==> config.mk <==
export PLATFORM = sky130hd
export DESIGN_NAME = pipe_skid_stage_flat
export DESIGN_NICKNAME = d
export VERILOG_FILES = /design/src/rtl/pipe_skid_stage_if.sv /design/src/rtl/pipe_skid_stage.sv /design/src/flat_wrapper.sv
export SDC_FILE = /design/constraint.sdc
export NUM_CORES = 1
export LEC_CHECK = 0
export BUFFER_PORTS_ARGS = -buffer_cell sky130_fd_sc_hd__buf_4
export CORE_UTILIZATION = 49
export CTS_BUF_LIST = sky130_fd_sc_hd__clkbuf_8
export CTS_CLUSTER_DIAMETER = 200
export DETAILED_ROUTE_END_ITERATION = 8
export HOLD_SLACK_MARGIN = 0.1
export MAX_ROUTING_LAYER = met4
export PLACE_DENSITY = 0.75
export RECOVER_POWER = 25
export SYNTH_ARGS = -nofsm -noshare
export SYNTH_HDL_FRONTEND = slang
export SYNTH_SLANG_ARGS = --single-unit
export TNS_END_PERCENT = 50
==> constraint.sdc <==
create_clock -name clk -period 1.4 [get_ports clk]
set_input_delay 0.14 -clock clk [delete_from_list [all_inputs] [get_ports clk]]
set_output_delay 0.14 -clock clk [all_outputs]
set_load 0.005 [all_outputs]
==> src/rtl/pipe_skid_stage_if.sv <==
// Handshake bundle for pipe_skid_stage: upstream valid/ready/data, downstream
// valid/ready/data, flush and occupancy.
interface pipe_skid_stage_if #(
  parameter int unsigned WIDTH = 16
) ();
  logic             in_vld;
  logic             in_rdy;
  logic [WIDTH-1:0] in_data;
  logic             out_vld;
  logic             out_rdy;
  logic [WIDTH-1:0] out_data;
  logic             flush;
  logic [1:0]       occ;

  modport master (
    output in_vld, in_data, out_rdy, flush,
    input  in_rdy, out_vld, out_data, occ
  );

  modport slave (
    input  in_vld, in_data, out_rdy, flush,
    output in_rdy, out_vld, out_data, occ
  );
endinterface

==> src/rtl/pipe_skid_stage.sv <==
// Two-entry valid/ready pipeline stage (main + skid slot). in_rdy is decoded
// from registered state only, so it never depends combinationally on out_rdy.
module pipe_skid_stage #(
  parameter int unsigned WIDTH = 16
) (
  input logic               clk,
  input logic               rstn,
  pipe_skid_stage_if.slave  bus
);

  // Encodings double as the occupancy count.
  typedef enum logic [1:0] {
    StEmpty = 2'd0,
    StOne   = 2'd1,
    StFull  = 2'd2
  } state_e;

  state_e           state_q, state_d;
  logic [WIDTH-1:0] main_q, skid_q;
  logic             main_en, skid_en, main_from_skid;
  logic             in_xfer, out_xfer;

  assign bus.in_rdy   = (state_q != StFull);
  assign bus.out_vld  = (state_q != StEmpty);
  assign bus.occ      = state_q;
  assign bus.out_data = main_q;

  assign in_xfer  = bus.in_vld & bus.in_rdy;
  assign out_xfer = bus.out_vld & bus.out_rdy;

  always_comb begin
    state_d        = state_q;
    main_en        = 1'b0;
    skid_en        = 1'b0;
    main_from_skid = 1'b0;
    case (state_q)
      StEmpty: begin
        if (in_xfer) begin
          state_d = StOne;
          main_en = 1'b1;
        end
      end
      StOne: begin
        if (in_xfer && out_xfer) begin
          main_en = 1'b1;
        end else if (in_xfer) begin
          state_d = StFull;
          skid_en = 1'b1;
        end else if (out_xfer) begin
          state_d = StEmpty;
        end
      end
      StFull: begin
        if (out_xfer) begin
          state_d        = StOne;
          main_en        = 1'b1;
          main_from_skid = 1'b1;
        end
      end
      default: state_d = StEmpty;
    endcase
    // Flush drops everything, including a same-cycle accepted payload.
    if (bus.flush) begin
      state_d = StEmpty;
      main_en = 1'b0;
      skid_en = 1'b0;
    end
  end

  always_ff @(posedge clk) begin
    if (!rstn) begin
      state_q <= StEmpty;
      main_q  <= '0;
      skid_q  <= '0;
    end else begin
      state_q <= state_d;
      if (main_en) main_q <= main_from_skid ? skid_q : bus.in_data;
      if (skid_en) skid_q <= bus.in_data;
    end
  end

endmodule

==> src/flat_wrapper.sv <==
// flat-port wrapper written by rule: the top's interface ports become plain ports
module pipe_skid_stage_flat 
#(
  parameter int unsigned WIDTH = 16
)
  (clk, rstn, bus_in_vld, bus_in_data, bus_out_rdy, bus_flush, bus_in_rdy, bus_out_vld, bus_out_data, bus_occ);
  pipe_skid_stage_if #(.WIDTH(WIDTH)) bus_i ();
  input logic clk;
  input logic rstn;
  input wire logic [$bits(bus_i.in_vld)-1:0] bus_in_vld;
  input wire logic [$bits(bus_i.in_data)-1:0] bus_in_data;
  input wire logic [$bits(bus_i.out_rdy)-1:0] bus_out_rdy;
  input wire logic [$bits(bus_i.flush)-1:0] bus_flush;
  output wire logic [$bits(bus_i.in_rdy)-1:0] bus_in_rdy;
  output wire logic [$bits(bus_i.out_vld)-1:0] bus_out_vld;
  output wire logic [$bits(bus_i.out_data)-1:0] bus_out_data;
  output wire logic [$bits(bus_i.occ)-1:0] bus_occ;
  assign bus_i.in_vld = bus_in_vld;
  assign bus_i.in_data = bus_in_data;
  assign bus_i.out_rdy = bus_out_rdy;
  assign bus_i.flush = bus_flush;
  assign bus_in_rdy = bus_i.in_rdy;
  assign bus_out_vld = bus_i.out_vld;
  assign bus_out_data = bus_i.out_data;
  assign bus_occ = bus_i.occ;
  pipe_skid_stage #(.WIDTH(WIDTH)) u_core (.clk(clk), .rstn(rstn), .bus(bus_i));
endmodule
==> results by group <==
Clock network
  – CTS tree: built
  – Clock Root Buffer: clkbuf_8
  – Postcts setup bufs: 0
  – Inserted Clock Buffers: 5
  – Worst-skew pair later-pin latency: 0.28 ns
  – H-tree Lvls: 2
  – CTS sink cnt: 34
  – Worst-path clk slew: 0.06 ns
  – Longest Clk Path Bufs: 2

Synthesis
  – #FFs+latches synth: 34
  – Post-Syn Nets: 188
  – Register area share after synthesis: 0.4156
  – Cell Area, Synth: 1638 um^2
  – Count of cell types in the netlist: 29
  – Syn Area/Cell: 9.807 um^2
  – Synth warn: 0
  – Post-Syn Instances: 167

Worst setup path
  – Worst r2r dst: u_core.bus.out_data[11]$_SDFFE_PN0P_
  – Cell Chain, Critical Path: mux2_4 -> buf_4 -> a211oi_2 -> a211oi_2
  – Slack of the worst reg-to-reg path: 0.07 ns
  – Setup Crit Path Kind: reg -> reg
  – Critical Path Sink Type: flip-flop
  – Slowest Stage Delay on Critical Path: 0.37 ns
  – Most used cell, CP: a211oi_2
  – Crit-path slowest cell: dfxtp_2
  – Setup crit start: u_core.bus.occ[1]$_SDFFE_PP0P_
  – CP max FO: 10
  – Startpoint types: flip-flop
  – FF-to-FF path depth: 4
  – Required time of the critical path: 1.56 ns
  – Worst r2r src: u_core.bus.occ[1]$_SDFFE_PP0P_
  – Crit path DAT: 1.49 ns

Global routing
  – GRT overflow: 0
  – Vias in the first global route: 1,321
  – Busiest grt layer: met2
  – Met3 Use GR: 0.05844
  – Pin count of the biggest net entering global routing: 33
  – Global-route met2 utilization: 0.3937
  – Initial antenna violation count: 0
  – Tot GR Track Use: 0.2546
  – Global-route wire length before repair: 6368 um
  – Global routing usage on met1: 0.3216

Die
  – Die ar.: 3578 um^2
  – Top-level I/O count: 41
  – Die X-Extent: 59.82 um
  – Total core area: 3103 um^2
  – Initial Util: 0.5278
  – Chip Height: 59.82 um
  – Cell row count: 20

Layout
  – Layout cells sized above 1: 0.4238
  – Post-route cell area: 2145 um^2
  – P&R area growth vs syn: 30.94%
  – Antenna cells: 0
  – Layout Utilization: 0.6911
  – Fillcell total: 273
  – Final nets: 232

Min path
  – Hold EP: u_core.skid_q[15]$_SDFFE_PN0P_
  – Min-delay src: bus_in_data[15]
  – Hold Path Stages: 3
  – HP Class: in -> reg

STA
  – Setup TNS: 0 ns
  – Clock skew: 0.004482 ns
  – Max_slew headroom: 0.7399
  – Final hold vios: 0
  – RSZ-0062 raised after global routing: no
  – Fin crit period: 1.334 ns
  – Fmax: 749.9 MHz
  – Final Setup Violations: 0
  – Period utilisation layout: 0.9525
  – Pins Over Slew Limit: 0
  – Slew @ Worst Pin: 0.3902 ns
  – Worst setup margin: 0.06644 ns
  – Fin Hold WS: 0.1203 ns

Placement
  – Placed inst area: 2047 um^2
  – GPL Wtd Cong: 0.8074
  – Port bufs: 40
  – Pre-CTS setup slack: 0.05598 ns
  – Post-DP HPWL: 2793 um

Detailed routing
  – Drc violations: 0
  – Starting DRT DRC Count: 41
  – DRT Pass-1 Iters: 4
  – Vias: 1,456
  – Drt via density: 5.732
  – WL final: 3986 um
  – Final ANT Viol Nets: 0
  – Routed wire per std cell: 15.69 um

Flow run
  – # Max-Cap Violations: 0

Pwr
  – Worst IR Drop VDD: 0.7310 mV
  – PwrDens: 993.3 nW/um^2
  – Total leakage power: 0.9034 nW

Status
  – Status: complete, no violations
worst max path at each step:
stage / to / slack, ns / depth (start not counted)
floorplan: u_core.bus.out_data[10]$_SDFFE_PN0P_ / 0.01 / 5
global placement: u_core.bus.out_data[15]$_SDFFE_PN0P_ / 0.12 / 3
detailed placement: u_core.bus.out_data[11]$_SDFFE_PN0P_ / 0.06 / 4
CTS: u_core.bus.out_data[14]$_SDFFE_PN0P_ / 0.04 / 4
global route: u_core.bus.out_data[11]$_SDFFE_PN0P_ / 0.01 / 4
finish: u_core.bus.out_data[11]$_SDFFE_PN0P_ / 0.07 / 4
registers in the layout, indices dropped and copies added (netlist names):
signal,cells
u_core.skid_q,16
u_core.bus.out_data,16
u_core.bus.occ,2
critical path, delay by kind of cell (launching register included):
| family | cells | cell delay [ns] |
|---|---|---|
| DFF | 1 | 0.37 |
| muxes | 1 | 0.33 |
| AOI/OAI and AO/OA | 2 | 0.31 |
| buffers and inverters | 1 | 0.20 |
metal layers:
| layer | share of wire | up-vias |
|---|---|---|
| met1 | 0.46 | 696 |
| met5 | 0 | - |
| met3 | 0.042 | 7 |
| met4 | 0.015 | 0 |
| met2 | 0.48 | 37 |
| li1 | - | 716 |
cells in the final DEF (no fill, tap or decap), types with 2 or more instances in the layout:
cell	instances
buf_4	40
a211oi_1	13
mux2i_1	16
dfxtp_2	2
dfxtp_1	32
a211oi_2	20
clkbuf_8	6
a21oi_1	17
nand3_1	16
clkbuf_4	13
o21ai_0	15
nand3b_1	2
nand2_1	2
synthesized netlist by cell type (all sizes together):
cell type / count / area share
a211oi: 33 / 0.18
clkbuf: 7 / 0.019
mux2i: 16 / 0.098
nand3: 16 / 0.049
nand4bb: 1 / 0.0069
dfxtp: 34 / 0.42
and4bb: 2 / 0.015
buf: 11 / 0.051
nand2b: 1 / 0.0038
clkinv: 1 / 0.0023
nand3b: 2 / 0.0092
or3b: 1 / 0.0053
or2: 1 / 0.0038
or2b: 1 / 0.0046
o21ai: 16 / 0.049
a21oi: 17 / 0.052
nand2: 2 / 0.0046
a21o: 2 / 0.014
mux2: 1 / 0.0092
inv: 1 / 0.0023
nor2: 1 / 0.0038
cell type report:
type / count / area [um^2] / area share
multi-input cells: 113 / 888.4 / 0.4142
flip-flops and latches: 34 / 683.2 / 0.3186
clock buffers: 6 / 82.58 / 0.03851
inverters: 2 / 7.507 / 0.003501
well taps: 44 / 55.05 / 0.02567
repair buffers: 55 / 427.9 / 0.1995
through the flow:
stage,total power [mW],cells
6_report,2.130,254
5_1_grt,2.227,254
4_1_cts,2.151,254
3_5_place_dp,1.447,247
3_3_place_gp,1.432,247
2_1_floorplan,1.276,167
timing repair:
action                                  CTS  global route
hold buffers                              1             0
resized for setup                         0             4
endpoints found under the hold margin     1             0
endpoints found under the setup margin    0            19
report_power, final:
group,switching [mW],internal [mW],total [mW]
Clock,0.325,0.379,0.703
Sequential,0.0339,1.02,1.05
Combinational,0.181,0.197,0.378
logic make-up (layout without fill, tap and decap cells):
logic type / Yosys count / after routing / share of synthesized area
compound gates: 68 / 68 / 0.2964
buf+inv: 20 / 63 / 0.07486
flops: 34 / 34 / 0.4156
mux: 17 / 17 / 0.1069
simple gates: 28 / 28 / 0.1062
Note: power is estimated with default switching activity, not from simulation.
